--- config.mk ---
export PLATFORM = sky130hd
export DESIGN_NAME = layer_output_serializer
export DESIGN_NICKNAME = d
export VERILOG_FILES = /design/src/rtl/layer_output_serializer.sv
export SDC_FILE = /design/constraint.sdc
export NUM_CORES = 1
export LEC_CHECK = 0
export BUFFER_PORTS_ARGS = -buffer_cell sky130_fd_sc_hd__buf_2
export CORE_MARGIN = 2
export CORE_UTILIZATION = 43
export DETAILED_ROUTE_END_ITERATION = 12
export HOLD_SLACK_MARGIN = 0.02
export PLACE_DENSITY_LB_ADDON = 0.12
export SYNTH_ARGS = -nofsm -noshare
export SYNTH_HDL_FRONTEND = slang
export SYNTH_SLANG_ARGS = --single-unit
--- constraint.sdc ---
create_clock -name clk -period 5.4 [get_ports clk]
set_input_delay 0.54 -clock clk [delete_from_list [all_inputs] [get_ports clk]]
set_output_delay 0.54 -clock clk [all_outputs]
set_load 0.03 [all_outputs]
--- src/rtl/layer_output_serializer.sv ---
// Collects NUM_NEURONS parallel neuron results, then streams them in index order over a valid/ready bus.
// Optional build macro LAYER_SER_RELU_EN applies ReLU to each outgoing word without adding latency.
module layer_output_serializer #(
    parameter int NUM_NEURONS = 30,
    parameter int data_width  = 16,
    parameter int IDX_W       = (NUM_NEURONS > 1) ? $clog2(NUM_NEURONS) : 1
) (
    input  logic                              clk,
    input  logic                              rst,
    input  logic [NUM_NEURONS*data_width-1:0] layer_in,
    input  logic [NUM_NEURONS-1:0]            in_valid,
    output logic [data_width-1:0]             out_data,
    output logic                              out_valid,
    input  logic                              out_ready,
    output logic [IDX_W-1:0]                  out_index,
    output logic                              frame_done,
    output logic                              busy,
    output logic                              overrun
);

    typedef enum logic {COLLECT, SEND} state_t;

    state_t                        state;
    logic [NUM_NEURONS-1:0]        mask;
    logic [NUM_NEURONS-1:0]        mask_nxt;
    logic signed [data_width-1:0]  cap_buf [NUM_NEURONS];
    logic signed [data_width-1:0]  cap_nxt [NUM_NEURONS];
    logic [IDX_W-1:0]              idx;
    logic [IDX_W-1:0]              idx_nxt;
    logic                          ovr_hit;
    logic                          accept;
    logic                          last_word;

    function automatic logic [data_width-1:0] relu(input logic signed [data_width-1:0] x);
`ifdef LAYER_SER_RELU_EN
        return x[data_width-1] ? '0 : x;
`else
        return x;
`endif
    endfunction

    assign out_index = idx;
    assign accept    = (state == SEND) && out_ready;
    assign last_word = (idx == IDX_W'(NUM_NEURONS - 1));

    always_comb begin
        cap_nxt  = cap_buf;
        mask_nxt = mask;
        ovr_hit  = 1'b0;
        idx_nxt  = idx;
        if (state == COLLECT) begin
            for (int i = 0; i < NUM_NEURONS; i++) begin
                if (in_valid[i]) begin
                    if (mask[i]) begin
                        ovr_hit = 1'b1;
                    end else begin
                        cap_nxt[i]  = layer_in[i*data_width +: data_width];
                        mask_nxt[i] = 1'b1;
                    end
                end
            end
        end else begin
            ovr_hit = |in_valid;
            if (accept) begin
                idx_nxt = last_word ? '0 : idx + 1'b1;
            end
        end
    end

    // Output word is registered from the next-cycle buffer/index so it lines up with out_index.
    always_ff @(posedge clk or negedge rst) begin
        if (!rst) begin
            state      <= COLLECT;
            mask       <= '0;
            idx        <= '0;
            out_data   <= '0;
            out_valid  <= 1'b0;
            frame_done <= 1'b0;
            busy       <= 1'b0;
            overrun    <= 1'b0;
            for (int i = 0; i < NUM_NEURONS; i++) begin
                cap_buf[i] <= '0;
            end
        end else begin
            for (int i = 0; i < NUM_NEURONS; i++) begin
                cap_buf[i] <= cap_nxt[i];
            end
            mask       <= mask_nxt;
            idx        <= idx_nxt;
            out_data   <= relu(cap_nxt[idx_nxt]);
            overrun    <= overrun | ovr_hit;
            frame_done <= 1'b0;
            case (state)
                COLLECT: begin
                    if (&mask_nxt) begin
                        state     <= SEND;
                        busy      <= 1'b1;
                        out_valid <= 1'b1;
                    end
                end
                SEND: begin
                    if (accept && last_word) begin
                        state      <= COLLECT;
                        mask       <= '0;
                        busy       <= 1'b0;
                        out_valid  <= 1'b0;
                        frame_done <= 1'b1;
                    end
                end
                default: state <= COLLECT;
            endcase
        end
    end

endmodule

* After elaboration in Yosys (flattened, before gate mapping)
Cells that the tools add are included.
Storage, ports and cells: bits in registers 535, bits in latches 0, RAM bits 0, ROM bits 0, word-level logic and storage cells 236, memories 0
Cells by class: add/sub/neg operators 1, multiply operators 0, div/mod/pow operators 0, order comparisons 1, equal/unequal tests 3, shift-type cells 0, mux-type cells 186, bitwise logic cells 3, reduce and logical (&&, ||, !) cells 5
Operators with widths (count):
- $mux 16 | 62
- $mux 480 | 1
- $mux 1 | 114
- $mux 30 | 3
- $bmux 16 s5 | 1
- $reduce_and 30->1 | 1
- $reduce_or 30->1 | 1
- $mux 5 | 3
- $ge 6x6->1 const B | 1
- $not 5->6 | 1
- $add 5x1->5 const B | 1
- $eq 5x5->1 const B | 1
- $ne 2x1->1 const B | 2
- $pmux 1 s2 | 2
- $logic_and 1x1->1 | 2
- $reduce_and 2->1 | 1
- $not 1->1 | 1
- $or 1x1->1 | 1

* Logic depth before layout (Yosys ltp)
depth after elaboration 79, depth in mapped cells 13, gate-level depth less buffers 11

* Worst setup path before layout
Ideal clock, no wire load.
kind register to register, from register idx[0] (netlist: out_index[0]), to register out_data[14], arrival 2.561 ns, data required time 5.274 ns, slack 2.712 ns, stages on the path, launching flop included 13, path buffers 2, clock period less this slack 2.688 ns, cell sequence dfrtp_1 -> ha_1 -> nand3_1 -> or2_2 -> buf_2 -> nand2_2 -> inv_2 -> nand2_1 -> buf_2 -> nor3_1 -> o21ai_0 -> o311ai_0 -> a311o_1
On the way: cells in the longest elaborated chain, start to end 8, elaborated cells between the ends (all ways) 9
Ends and longest elaborated chain:
- start: declaration | RTL line 28 | logic [IDX_W-1:0] idx;
- start signal: assignment | RTL line 89 | idx <= idx_nxt;
- $add 5x1->5 or $eq 5x5->1 (tied branches) | RTL line 65, 44
- $mux 5 | RTL line 65 | idx_nxt = last_word ? '0 : idx + 1'b1;
- $mux 5 | RTL line 64 | if (accept) begin
- $mux 5 (*) | RTL line 51 | if (state == COLLECT) begin
- $not 5->6 (implied by the code) (*) | RTL line 90 | out_data <= relu(cap_nxt[idx_nxt]);
- $bmux 16 s5 (*) | RTL line 90
- $mux 16 (implied by the code) (*) (2 in series) | RTL line 90
- end signal: assignment | RTL line 90
- end: declaration | RTL line 12 | output logic [data_width-1:0] out_data,
Every way passes the cells marked *; elsewhere a longest branch is shown, timed or not. The select of a mux whose other input is x is not followed. A chain may end at the register's enable or synchronous reset.

* Final worst setup path
from register state, to register out_data[7]
On the way: cells in the longest elaborated chain, start to end 7, elaborated cells between the ends (all ways) 8
Ends and longest elaborated chain:
- start: declaration | RTL line 23 | state_t state;
- start signal: assignment | RTL line 73 | state <= COLLECT;
- start signal: assignment | RTL line 96 | state <= SEND;
- start signal: assignment | RTL line 103 | state <= COLLECT;
- $logic_and 1x1->1 | RTL line 43 | assign accept = (state == SEND) && out_ready;
- $mux 5 | RTL line 64
- $mux 5 | RTL line 51
- $not 5->6 (implied by the code) | RTL line 90
- $bmux 16 s5 (*) | RTL line 90
- $mux 16 (implied by the code) (*) (2 in series) | RTL line 90
Marked as above.

==> out/metrics.yaml <==
finalSetupViolCount: 0
clock_sinks: 535
initial_core_util_pct: 43.4
grtUsageMet2_pct: 55.8
drcViolationCount: 0
grt-ovfl-total: 0
htreeDepth: 2
cts.path.max_buffers: 3
grt_max_degree: 145
port_buffers: 537
max_stage_delay_ns: 1.09
grt-busiest-layer: "met2"
antenna_found_initial: 4
grt_setup_unrepaired: "false"
power.leakage_nw: 13.7
synthMuxAreaShare_pct: 24.5
stdcell_count: 3318
timing.final.crit_share_pct: 78.0
routed_wl_um: 109000
synthCells: 1960
place_congestion: 0.959
num_rows: 88
clkPwrFrac_pct: 21.6
r2r-start: "state"
regArea_mm2: 0.0134
ff2ff_path_depth: 8
crit_start: "state"
drt_iter0_drc: 1863
place_hpwl_um: 82700
grt_pass1_wl_um: 152000
drive_gt1_share_pct: 48.3
hold_viol: 0
post_drt_via_cell_ratio: 5.97
io_pins: 538
clk_pin_slew_ns: 0.06
p_sw_w: 0.00804
cts_setup_buffers: 0
skew_ns: 0.0306
root_buffer: "clkbuf_16"
crit_path_end_kind: "flip-flop"
cts_tree: "yes"
ant_nets: 0
grtUsageMet3_pct: 6.72
grt_pass1_vias: 20170
post-route-worst-setup-slack_ns: 1.19
required_ns: 5.95
route.vias.total: 19811
dpl.cell_count: 3207
core_mm2: 0.0575
intPower_w: 0.0112
worst_skew_pair.late_latency_ns: 0.63
synth_top_family_by_area: "multiplexers"
synth-simple-area-share_pct: 8.94
yosys.cell_types.count: 83
p_per_area_mw_per_mm2: 629
utilization_pct: 53.2
synth_compound_area_share_pct: 9.70
drtPass1Iterations: 5
cts.repair.resized: 0
worst-r2r-setup-slack_ns: 1.19
gr-usage-met1_pct: 49.9
seq_area_frac_synth_pct: 53.7
crit_fanout: 33
r2r_end: "out_data[7]"
tightest_slew_ns: 1.26
die_h_um: 245
finalMaxSlewViolations: 0
synth_ff_type: "dfrtp_1"
nNetsFinal: 3018
synth_edf_count: 0
period_minus_slack_ns: 4.21
grt_use_total_pct: 36.1
path_class: "reg2reg"
fp.dieW_um: 245
combPwrFrac_pct: 45.8
max_cap_viol_count: 0
max_freq_mhz: 237
async_flop_share_pct: 100
multiInputGateArea_mm2: 0.0109
synth_fa_ha_area_share_pct: 0.100
areaGrowthSynthToFinish_pct: 22.5
synth-xor-area-share_pct: 0.0702
synth_warnings: 0
die-area_mm2: 0.0600
start_kind: "flip-flop"
path_cells: "a21oi_1, nor2_4, nand2_2, inv_2, nand2_1, o32ai_1, o311ai_1, o211ai_1"
hold_class: "in2reg"
dp_slack_ns: 1.21
synth.avg_cell_area_um2: 12.7
setup_tns_ns: 0
synth_fp_nets: 2475
num-fill-cells: 5102
swShare_pct: 41.8
numCtsBuffers: 58
wl_per_cell_um: 32.9
netlist_area_mm2: 0.0249
ys_ff_latch: 535
status: "complete, no violations"
pwr-share-seq_pct: 32.7
ir_drop_mv: 0.320
cp_slowest_cell: "o32ai_1"
maxSlewHeadroom_pct: 14.9
worstSetupEndpoint: "out_data[7]"
worstPathArrival_ns: 4.76
critical path: cells and delay by family (launching register included):
kind            cells  cell delay, ns
compound gates      4            1.72
simple gates        3            1.35
flops               1            0.91
buf+inv             1            0.15
cells in the final DEF, fill, tap and decap left out, types with 14 or more instances in the layout:
| cell type | synthesis | layout |
|---|---|---|
| dfrtp_1 | 535 | 534 |
| nor3b_4 | 18 | 27 |
| nand2_1 | 43 | 42 |
| buf_4 | 29 | 60 |
| nand3_1 | 27 | 27 |
| nor3_1 | 48 | 48 |
| inv_1 | 20 | 20 |
| mux2_2 | 458 | 458 |
| clkbuf_8 | 0 | 14 |
| o22ai_1 | 17 | 17 |
| mux2i_1 | 44 | 44 |
| o21ai_0 | 46 | 46 |
| mux4_2 | 18 | 18 |
| clkbuf_16 | 0 | 59 |
| buf_2 | 50 | 536 |
| a22oi_1 | 31 | 31 |
| nor2_1 | 214 | 213 |
| a221oi_1 | 26 | 26 |
| a22o_1 | 18 | 18 |
| a21oi_1 | 57 | 56 |
cells by family (layout without fill, tap and decap cells):
logic type,Yosys count,after routing
flops,535,535
mux,529,529
simple gates,421,421
compound gates,328,328
buf+inv,143,734
fa+ha+maj,2,2
xor+xnor,2,2
other cells,0,2
per-stage QoR:
stage | cell area [µm²] | hold slack [ns] | power [W]
2_1_floorplan | 24900 | 0.244 | 0.0113
3_3_place_gp | 28600 | 0.463 | 0.0148
3_5_place_dp | 28600 | 0.472 | 0.0149
4_1_cts | 30600 | 0.142 | 0.0191
5_1_grt | 30600 | 0.155 | 0.0199
6_report | 30600 | 0.157 | 0.0192
worst min-delay path by stage:
stage	startpoint	to	slack [ns]	depth (start not counted)
3_3_place_gp	cap_buf[422]	cap_buf[422]	0.46	2
5_1_grt	layer_in[198]	cap_buf[278]	0.15	2
3_5_place_dp	cap_buf[395]	cap_buf[395]	0.47	2
2_1_floorplan	rst	busy	0.24	0
6_report	layer_in[198]	cap_buf[278]	0.16	2
4_1_cts	layer_in[448]	cap_buf[16]	0.14	2
power by group through the flow:
stage	registers, W	logic [W]	clock network, W
after floorplan	0.00618	0.00511	0
after detailed placement	0.00634	0.00859	0
after CTS	0.00627	0.00862	0.00417
after global routing	0.00642	0.00916	0.00435
final	0.00628	0.00880	0.00414
after global placement	0.00628	0.00854	0
metal layers:
metal  share of wire [%]  vias to the layer above  wire length, µm
li1                    -                     8310                -
met1                  41                    10283            44900
met2                  46                     1031            50000
met3                 8.4                      187             9190
met4                 4.6                        0             5010
met5                   0                        -                0
cell usage after synthesis, types with 6 or more instances:
library cell | instances | share of area (%)
a211oi_1 | 7 | 0.21
a21o_1 | 13 | 0.39
a21oi_1 | 57 | 1.1
a221o_1 | 9 | 0.36
a221oi_1 | 26 | 0.91
a22o_1 | 18 | 0.63
a22oi_1 | 31 | 0.93
a31oi_1 | 6 | 0.15
buf_1 | 10 | 0.15
buf_2 | 50 | 1.0
buf_4 | 29 | 0.87
clkbuf_1 | 26 | 0.39
dfrtp_1 | 535 | 54
inv_1 | 20 | 0.30
mux2_1 | 6 | 0.27
mux2_2 | 458 | 21
mux2i_1 | 44 | 1.8
mux4_2 | 18 | 1.6
nand2_1 | 43 | 0.65
nand3_1 | 27 | 0.54
nand4_1 | 8 | 0.20
nor2_1 | 214 | 3.2
nor3_1 | 48 | 0.96
nor3b_2 | 12 | 0.60
nor3b_4 | 18 | 1.4
nor4_1 | 9 | 0.23
o21a_1 | 6 | 0.18
o21ai_0 | 46 | 0.92
o21bai_1 | 7 | 0.21
o221ai_1 | 10 | 0.35
o22ai_1 | 17 | 0.43
o311ai_0 | 10 | 0.35
or3_1 | 11 | 0.28
registers in the layout, indices dropped and copies added, names as in the netlist:
name        flops
cap_buf       480
mask           30
out_data       16
out_index       5
busy            1
frame_done      1
overrun         1
state           1
cell type report:
type / count / area share, %
inverters: 23 / 0.291
clock inverters: 22 / 0.811
diodes: 2 / 0.0164
multi-input cells: 1282 / 35.6
repair buffers: 603 / 10.7
clock buffers: 86 / 5.62
flip-flops and latches: 535 / 43.8
well taps: 765 / 3.13
repair_timing:
action	4_1_cts	5_1_grt
endpoints found under the hold margin	60	0
setup endpoints to repair	0	0
hold buffers	1	0
No activity file was read; power rests on OpenSTA's default activity.
